<file path="src/rtl/eth_tx_scheduler_if.sv">
// Handshake bundle between the per-output-port TX scheduler and its input FIFOs / downstream client.
// master = scheduler side, slave = FIFO/client side.
interface eth_tx_scheduler_if;
  logic [3:0] FifoEmpty;
  logic [1:0] SelSt;
  logic       TxReady;
  logic       TxWait;
  logic [3:0] FifoRdEn;
  logic [1:0] SelInput;
  logic       TxValid;
  logic       TxActive;
  logic       PktDone;
  logic       Timeout;

  modport master (
    input  FifoEmpty, SelSt, TxReady, TxWait,
    output FifoRdEn, SelInput, TxValid, TxActive, PktDone, Timeout
  );

  modport slave (
    output FifoEmpty, SelSt, TxReady, TxWait,
    input  FifoRdEn, SelInput, TxValid, TxActive, PktDone, Timeout
  );
endinterface

</file>
<file path="src/rtl/eth_tx_scheduler.sv">
// Round-robin TX scheduler: grants one of four FWFT input FIFOs (never SELF_PORT) per packet.
// Optional per-packet byte watchdog enabled by defining ETH_TX_SCHED_WATCHDOG_EN.
module eth_tx_scheduler #(
  parameter int SELF_PORT   = 0,
  parameter int MAX_PKT_LEN = 2047
) (
  input logic               TxClk,
  input logic               reset,
  eth_tx_scheduler_if.master bus
);

  localparam logic [1:0] SELF_IDX = SELF_PORT[1:0];

  typedef enum logic [1:0] {
    IDLE  = 2'd0,
    XFER  = 2'd1,
    ABORT = 2'd2
  } state_t;

  state_t     r_state;
  state_t     w_next;
  logic [1:0] r_sel;
  logic [1:0] r_last_grant;
  logic       r_pkt_done;

  logic [1:0] w_grant_idx;
  logic       w_grant_vld;
  logic [1:0] w_cand;
  logic       w_sel_empty;
  logic       w_rd;
  logic [3:0] w_rd_en;
  logic       w_tx_valid;
  logic       w_tx_active;
  logic       w_end_pkt;
  logic       w_grant;

`ifdef ETH_TX_SCHED_WATCHDOG_EN
  localparam logic [10:0] LIMIT_M1 = 11'(MAX_PKT_LEN - 1);
  logic [10:0] r_cnt;
  logic        r_timeout;
  logic        w_wd_hit;
`endif

  assign w_sel_empty = bus.FifoEmpty[r_sel];
  assign w_grant     = (r_state == IDLE) && (w_next == XFER);

  // Search starts after the last grant; the last grant itself is checked last so a
  // lone active input is not locked out after its own packet.
  always_comb begin
    w_grant_vld = 1'b0;
    w_grant_idx = r_last_grant;
    w_cand      = r_last_grant;
    for (int k = 1; k <= 4; k++) begin
      w_cand = r_last_grant + 2'(k);
      if (!w_grant_vld && (w_cand != SELF_IDX) && !bus.FifoEmpty[w_cand]) begin
        w_grant_vld = 1'b1;
        w_grant_idx = w_cand;
      end
    end
  end

  always_comb begin
    w_next      = r_state;
    w_rd        = 1'b0;
    w_rd_en     = 4'b0000;
    w_tx_valid  = 1'b0;
    w_tx_active = 1'b0;
    w_end_pkt   = 1'b0;
`ifdef ETH_TX_SCHED_WATCHDOG_EN
    w_wd_hit    = 1'b0;
`endif
    case (r_state)
      IDLE: begin
        if (!bus.TxWait && w_grant_vld) begin
          w_next = XFER;
        end
      end
      XFER: begin
        w_tx_active    = 1'b1;
        w_tx_valid     = ~w_sel_empty;
        w_rd           = bus.TxReady & ~w_sel_empty;
        w_rd_en[r_sel] = w_rd;
        if (w_rd && bus.SelSt[1]) begin
          w_end_pkt = 1'b1;
          w_next    = IDLE;
        end
`ifdef ETH_TX_SCHED_WATCHDOG_EN
        else if (w_rd && (r_cnt == LIMIT_M1)) begin
          w_wd_hit = 1'b1;
          w_next   = ABORT;
        end
`endif
      end
      ABORT: begin
        // Drain the rest of the oversized packet without presenting it to the client.
        w_tx_active    = 1'b1;
        w_rd           = ~w_sel_empty;
        w_rd_en[r_sel] = w_rd;
        if (w_sel_empty || bus.SelSt[1]) begin
          w_next = IDLE;
        end
      end
      default: begin
        w_next = IDLE;
      end
    endcase
  end

  always_ff @(posedge TxClk or posedge reset) begin
    if (reset) begin
      r_state      <= IDLE;
      r_sel        <= 2'd0;
      r_last_grant <= SELF_IDX;
      r_pkt_done   <= 1'b0;
    end else begin
      r_state    <= w_next;
      r_pkt_done <= w_end_pkt;
      if (w_grant) begin
        r_sel        <= w_grant_idx;
        r_last_grant <= w_grant_idx;
      end
    end
  end

`ifdef ETH_TX_SCHED_WATCHDOG_EN
  always_ff @(posedge TxClk or posedge reset) begin
    if (reset) begin
      r_cnt     <= 11'd0;
      r_timeout <= 1'b0;
    end else begin
      r_timeout <= w_wd_hit;
      if (w_grant) begin
        r_cnt <= 11'd0;
      end else if ((r_state == XFER) && w_rd) begin
        r_cnt <= r_cnt + 11'd1;
      end
    end
  end

  assign bus.Timeout = r_timeout;
`else
  assign bus.Timeout = 1'b0;
`endif

  assign bus.FifoRdEn = w_rd_en;
  assign bus.SelInput = r_sel;
  assign bus.TxValid  = w_tx_valid;
  assign bus.TxActive = w_tx_active;
  assign bus.PktDone  = r_pkt_done;

endmodule

</file>
<file path="src/flat_wrapper.sv">
// flat-port wrapper written by rule: the top's interface ports become plain ports
module eth_tx_scheduler_flat 
#(
  parameter int SELF_PORT   = 0,
  parameter int MAX_PKT_LEN = 2047
)
  (TxClk, reset, bus_FifoEmpty, bus_SelSt, bus_TxReady, bus_TxWait, bus_FifoRdEn, bus_SelInput, bus_TxValid, bus_TxActive, bus_PktDone, bus_Timeout);
  eth_tx_scheduler_if bus_i ();
  input logic TxClk;
  input logic reset;
  input wire logic [$bits(bus_i.FifoEmpty)-1:0] bus_FifoEmpty;
  input wire logic [$bits(bus_i.SelSt)-1:0] bus_SelSt;
  input wire logic [$bits(bus_i.TxReady)-1:0] bus_TxReady;
  input wire logic [$bits(bus_i.TxWait)-1:0] bus_TxWait;
  output wire logic [$bits(bus_i.FifoRdEn)-1:0] bus_FifoRdEn;
  output wire logic [$bits(bus_i.SelInput)-1:0] bus_SelInput;
  output wire logic [$bits(bus_i.TxValid)-1:0] bus_TxValid;
  output wire logic [$bits(bus_i.TxActive)-1:0] bus_TxActive;
  output wire logic [$bits(bus_i.PktDone)-1:0] bus_PktDone;
  output wire logic [$bits(bus_i.Timeout)-1:0] bus_Timeout;
  assign bus_i.FifoEmpty = bus_FifoEmpty;
  assign bus_i.SelSt = bus_SelSt;
  assign bus_i.TxReady = bus_TxReady;
  assign bus_i.TxWait = bus_TxWait;
  assign bus_FifoRdEn = bus_i.FifoRdEn;
  assign bus_SelInput = bus_i.SelInput;
  assign bus_TxValid = bus_i.TxValid;
  assign bus_TxActive = bus_i.TxActive;
  assign bus_PktDone = bus_i.PktDone;
  assign bus_Timeout = bus_i.Timeout;
  eth_tx_scheduler #(.SELF_PORT(SELF_PORT), .MAX_PKT_LEN(MAX_PKT_LEN)) u_core (.TxClk(TxClk), .reset(reset), .bus(bus_i));
endmodule
</file>
<file path="config.mk">
export PLATFORM = sky130hd
export DESIGN_NAME = eth_tx_scheduler_flat
export DESIGN_NICKNAME = d
export VERILOG_FILES = /design/src/rtl/eth_tx_scheduler_if.sv /design/src/rtl/eth_tx_scheduler.sv /design/src/flat_wrapper.sv
export SDC_FILE = /design/constraint.sdc
export NUM_CORES = 1
export LEC_CHECK = 0
export ABC_AREA = 1
export CAP_MARGIN = 20
export CELL_PAD_IN_SITES_DETAIL_PLACEMENT = 0
export CELL_PAD_IN_SITES_GLOBAL_PLACEMENT = 2
export CORE_MARGIN = 3
export CORE_UTILIZATION = 25
export CTS_BUF_LIST = sky130_fd_sc_hd__clkbuf_2
export DETAILED_ROUTE_END_ITERATION = 12
export PLACE_DENSITY = 0.86
export SKIP_CTS_REPAIR_TIMING = 1
export SYNTH_ARGS = -nofsm -noshare
export SYNTH_HDL_FRONTEND = slang
export SYNTH_SLANG_ARGS = --single-unit
</file>
<file path="constraint.sdc">
create_clock -name TxClk -period 2.7 [get_ports TxClk]
set_input_delay 0.27 -clock TxClk [delete_from_list [all_inputs] [get_ports TxClk]]
set_output_delay 0.27 -clock TxClk [all_outputs]
set_load 0.05 [all_outputs]
</file>
# Word-level counts from Yosys, hierarchy flattened
# Cells that the tools add are included.
# word_totals
regBits	5
out_inout_bits	10
inputBits	10
# op_classes
n_lt_le_gt_ge	5
eq_ne	3
bitwise	5
muxes	27
reduce_logical	28
n_addsub	3
# ops
op	n
2-bit two-way mux	7
1-bit two-way mux	13
2-bit by 3-bit less-than comparator with 1-bit output, second input constant	4
1-bit logical AND	11
4-bit bitwise AND	2
1-bit binary-select mux with 2-bit select	4
1-bit zero test	8
4-bit one-hot mux with 2 select lines	1
2-bit nonzero test	4
2-bit one-hot mux with 3 select lines	1
2-bit adder, second input constant	2
2-bit by 1-bit equality test with 1-bit output, second input constant	2
3-bit AND reduction	1
3-bit nonzero test	1
2-bit by 1-bit adder with 2-bit output, second input constant	1
1-bit demux with 2-bit select	1
2-bit equality test, second input constant	1
2-bit by 1-bit >= comparator with 1-bit output, second input constant	1
2-bit zero test	1
1-bit NOT	2
2-bit OR reduction	1
1-bit bitwise AND	1
1-bit logical OR	1

# Depth between registers and ports, before layout
# depth
depth_word	24
ltp_mapped	15
depth_no_buf	15

# Worst setup path before layout
# Ideal clock, no wire load.
# synth_path
path_kind	register to output
from	reg u_core.r_sel[0], in the netlist u_core.bus.SelInput[0]
to	out bus_FifoRdEn[0]
arrival_ns	2.082
path_stages_with_launch	9
path_buffers	0
setup_slack_ns	0.348
cell_sequence	dfrtp_1 -> inv_2 -> nand2_2 -> nand2_1 -> nand2_1 -> nand2_2 -> inv_2 -> o211ai_1 -> nor2_1
# synth_via
elab_chain_len	6
elab_cells_between_ends	12
cone_classes	order compare (2); mux (5); bitwise (4); reduce/logical (1)
# synth_rtl
item	line	rtl
start, declared	eth_tx_scheduler.sv:22	logic [1:0] r_sel;
start signal, assigned	eth_tx_scheduler.sv:119	r_sel <= w_grant_idx;
2-bit by 3-bit less-than comparator with 1-bit output (tied with other cells)	--	
1-bit logical AND (implied by the code) / 1-bit two-way mux (equally long branches)	--	
1-bit two-way mux (implied by the code) / 1-bit NOT (equally long branches)	--	
1-bit demux with 2-bit select / 1-bit bitwise AND (equally long branches)	--	
4-bit bitwise AND (no source line)	--	
4-bit one-hot mux with 2 select lines *	eth_tx_scheduler.sv:72	case (r_state)
end, declared	flat_wrapper.sv:15	output wire logic [$bits(bus_i.FifoRdEn)-1:0] bus_FifoRdEn;
# Every way passes the cells marked *; elsewhere a longest branch is shown, timed or not. The select of a mux whose other input is x is not followed.

# Final worst setup path
# layout_path
from	reg u_core.r_sel[0], in the netlist u_core.bus.SelInput[0]
to	out bus_TxValid
# layout_via
elab_chain_len	4
# layout_rtl
item	line	rtl
1-bit binary-select mux with 2-bit select	--	
1-bit two-way mux	--	
1-bit NOT	eth_tx_scheduler.sv:80	w_tx_valid = ~w_sel_empty;
1-bit two-way mux	eth_tx_scheduler.sv:72	
end, declared	flat_wrapper.sv:17	output wire logic [$bits(bus_i.TxValid)-1:0] bus_TxValid;
# Every way passes these cells. The select of a mux whose other input is x is not followed.

==> impl_metrics.csv <==
group,metric,value,unit
yosys,synth_warnings,0,
cts,cts.sinks,5,
placement,gp_congestion,0.7428,
cts,cts-root-buf,"clkbuf_2",
critical_path,cp.required,2430,ps
power,seqPwrFrac,0.117,
placement,dp_cells,151,
critical_path,criticalPathCategory,"reg2out",
drt,drt-total-wl,1527,um
floorplan,core_area,2522,sq um
power,switching_power,655.5,uW
cts,htree_levels,1,
cells_and_area,syn_to_final_growth,32.34,%
timing,post-route-period-util,0.8510,
timing,slew_violations,0,
cts,clk-insertion-delay-late,230,ps
placement,post-dp-hpwl,1257,um
drt,vias,658,
placement,io_buffer_count,17,
critical_path,worstPathMaxFanout,10,
cts,tritoncts,"yes",
critical_path,cp_common_cell,"nand2_1",
job,cap_violations,0,
critical_path,slowest_delay,800,ps
cells_and_area,final_util,0.3532,
yosys,syn_inst,104,
critical_path,cp_num_buf_inv,2,
timing,tightestPinTransition,496.6,ps
timing,hold_viol,0,
yosys,avgSynthCellArea,6.473,sq um
timing,setup_tns,0,ps
run_status,status,"finished, final reports clean",
yosys,synthesis.nets,124,
global_routing,grt_pass1_vias,578,
cells_and_area,stdcell_count,155,
timing,fin_worst_skew,13.20,ps
cells_and_area,nFillCells,295,
cells_and_area,multiInputGateArea,465.4,sq um
drt,ant_nets,0,
timing,slew_headroom,0.6679,
cells_and_area,regArea,125.1,sq um
power,leakage,0.4794,nW
yosys,ys_ff_latch,5,
critical_path,crit_chain,"buf_4 > nand2_1 > nand2_1 > nand2_1 > nand2_2 > nor2_1 > clkdlybuf4s50_1",
cts,cts_inserted_buffers,3,
timing,finalSetupViolCount,0,
timing,period_needed,2298,ps
cells_and_area,diodes,0,
cts,clockBufferDepth,2,
min_path,hold_path_class,"in2async",
global_routing,grt_max_degree,11,
power,power.density,1224,nW/um^2
floorplan,pin_count,20,
timing,rsz0062_at_grt,"false",
power,clockPowerShare,0.066,
critical_path,crit_arrival,2030,ps
drt,via_per_inst,4.245,
power,internal_power,434.7,uW
floorplan,die_area,3351,sq um
drt,wl_per_cell,9.852,um
power,finalPower,1.090,mW
cells_and_area,drive_gt1_frac,0.1840,
cts,clk_pin_slew,80,ps
floorplan,die_h,57.89,um
drt,first_pass_iters,4,
global_routing,grt_pass1_wl,2387,um
drt,drcViolationCount,0,
critical_path,cp-start-kind,"flip-flop",
power,ir_drop,530.4,uV
cells_and_area,nets,146,
critical_path,cp_top_family,"buffers and inverters",
timing,clock.fmax,435.2,MHz
critical_path,end_kind,"primary output",
floorplan,num_rows,18,
floorplan,initial_utilization,0.2669,
critical_path,slowest_stage,"clkdlybuf4s50_1",
global_routing,gr-total-overflow,0,
yosys,syn_area,673.1,sq um
floorplan,die_x,57.89,um
power,switching_share,0.6013,
yosys,synth_seq_area_share,0.1859,
power,p_comb_frac,0.817,
timing,whs,233.9,ps
drt,first_iter_violations,11,
global_routing,antenna_found_initial,0,
yosys,synthDistinctLibCells,21,
global_routing,grt_usage,0.09158,
-- per-layer routing --
metal,global-route usage,up-vias,wire [um]
li1,-,356,-
met1,0.1083,290,734
met2,0.1629,12,744
met3,0.02673,0,48
met4,0.01987,0,0
met5,0,-,0
-- logic make-up after synthesis --
group                    Yosys count  share of synthesized area
AND/OR/NAND/NOR                   60                     0.4275
buffers and inverters             21                     0.1227
adder cells (fa/ha/maj)           10                     0.1859
AO/OA/AOI/OAI                      7                    0.07250
flip-flops                         5                     0.1859
other                              1                   0.005571
-- power by group through the flow --
stage | registers [mW] | clock network, mW | logic [mW]
finish | 0.127 | 0.0716 | 0.891
detailed placement | 0.128 | 0 | 0.902
floorplan | 0.197 | 0 | 0.615
global route | 0.132 | 0.0786 | 0.989
global placement | 0.130 | 0 | 0.902
CTS | 0.128 | 0.0741 | 0.903
-- worst paths after layout --
kind,end,startpoint,depth (start not counted),slack (ps)
max,bus_TxValid,u_core.bus.SelInput[0],7,400
min,u_core.bus.PktDone,reset,2,230
max reg2reg,u_core.bus.SelInput[0],u_core.bus.SelInput[1],14,490
min reg2reg,u_core.bus.SelInput[0],u_core.bus.SelInput[0],3,630
max in group asynchronous,u_core.r_state[1],reset,2,2280
min in group TxClk,u_core.bus.SelInput[0],u_core.bus.SelInput[0],3,630
-- layout by cell type (no fill, tap or decap) --
master | synthesis | routed
nand3_1 | 7 | 7
buf_4 | 1 | 5
o21ai_2 | 2 | 2
dfrtp_1 | 5 | 5
clkinv_2 | 0 | 1
o31a_1 | 1 | 1
clkbuf_2 | 0 | 3
nand2_2 | 3 | 3
nand2_1 | 27 | 27
nor2_2 | 2 | 2
o211ai_1 | 1 | 1
conb_1 | 1 | 1
inv_1 | 18 | 18
nor2_1 | 14 | 14
ha_1 | 10 | 10
nand3_2 | 3 | 3
or2_0 | 1 | 1
a21oi_1 | 2 | 2
inv_2 | 2 | 2
nor2_4 | 1 | 1
nand3b_1 | 1 | 1
o21ai_0 | 1 | 1
clkdlybuf4s50_1 | 0 | 13
nand4_2 | 1 | 1
-- metrics by stage --
step / cell area, sq um / setup WS (ps)
2_1_floorplan: 673.1 / 347.5
3_3_place_gp: 870.8 / 467.4
3_5_place_dp: 870.8 / 495.5
4_1_cts: 890.9 / 389.9
5_1_grt: 890.9 / 272.0
6_report: 890.9 / 402.3
-- sequential cells by signal, summed over array words and instances, names as in the netlist --
register	count
u_core.bus.PktDone	1
u_core.r_state	2
u_core.bus.SelInput	2
-- layout make-up --
class,count,area share
Clock buffer,3,0.01685
Clock inverter,1,0.005618
Inverter,20,0.08427
Multi-Input combinational cell,78,0.5225
Sequential cell,5,0.1404
Tap cell,30,0.04213
Timing Repair Buffer,18,0.1882
-- Yosys cell counts --
master,number,area [sq um]
a21oi_1,2,10.01
conb_1,1,3.750
nor2_2,2,12.51
o31a_1,1,8.760
o21ai_0,1,5.000
nand3_2,3,30.03
nand3b_1,1,7.510
o21ai_2,2,17.52
ha_1,10,125.1
inv_1,18,67.56
buf_4,1,7.510
nand2_2,3,18.77
dfrtp_1,5,125.1
nor2_4,1,11.26
nor2_1,14,52.55
nand4_2,1,12.51
or2_0,1,6.260
nand3_1,7,35.03
nand2_1,27,101.4
inv_2,2,7.510
o211ai_1,1,7.510
No activity file was read; power rests on OpenSTA's default activity.
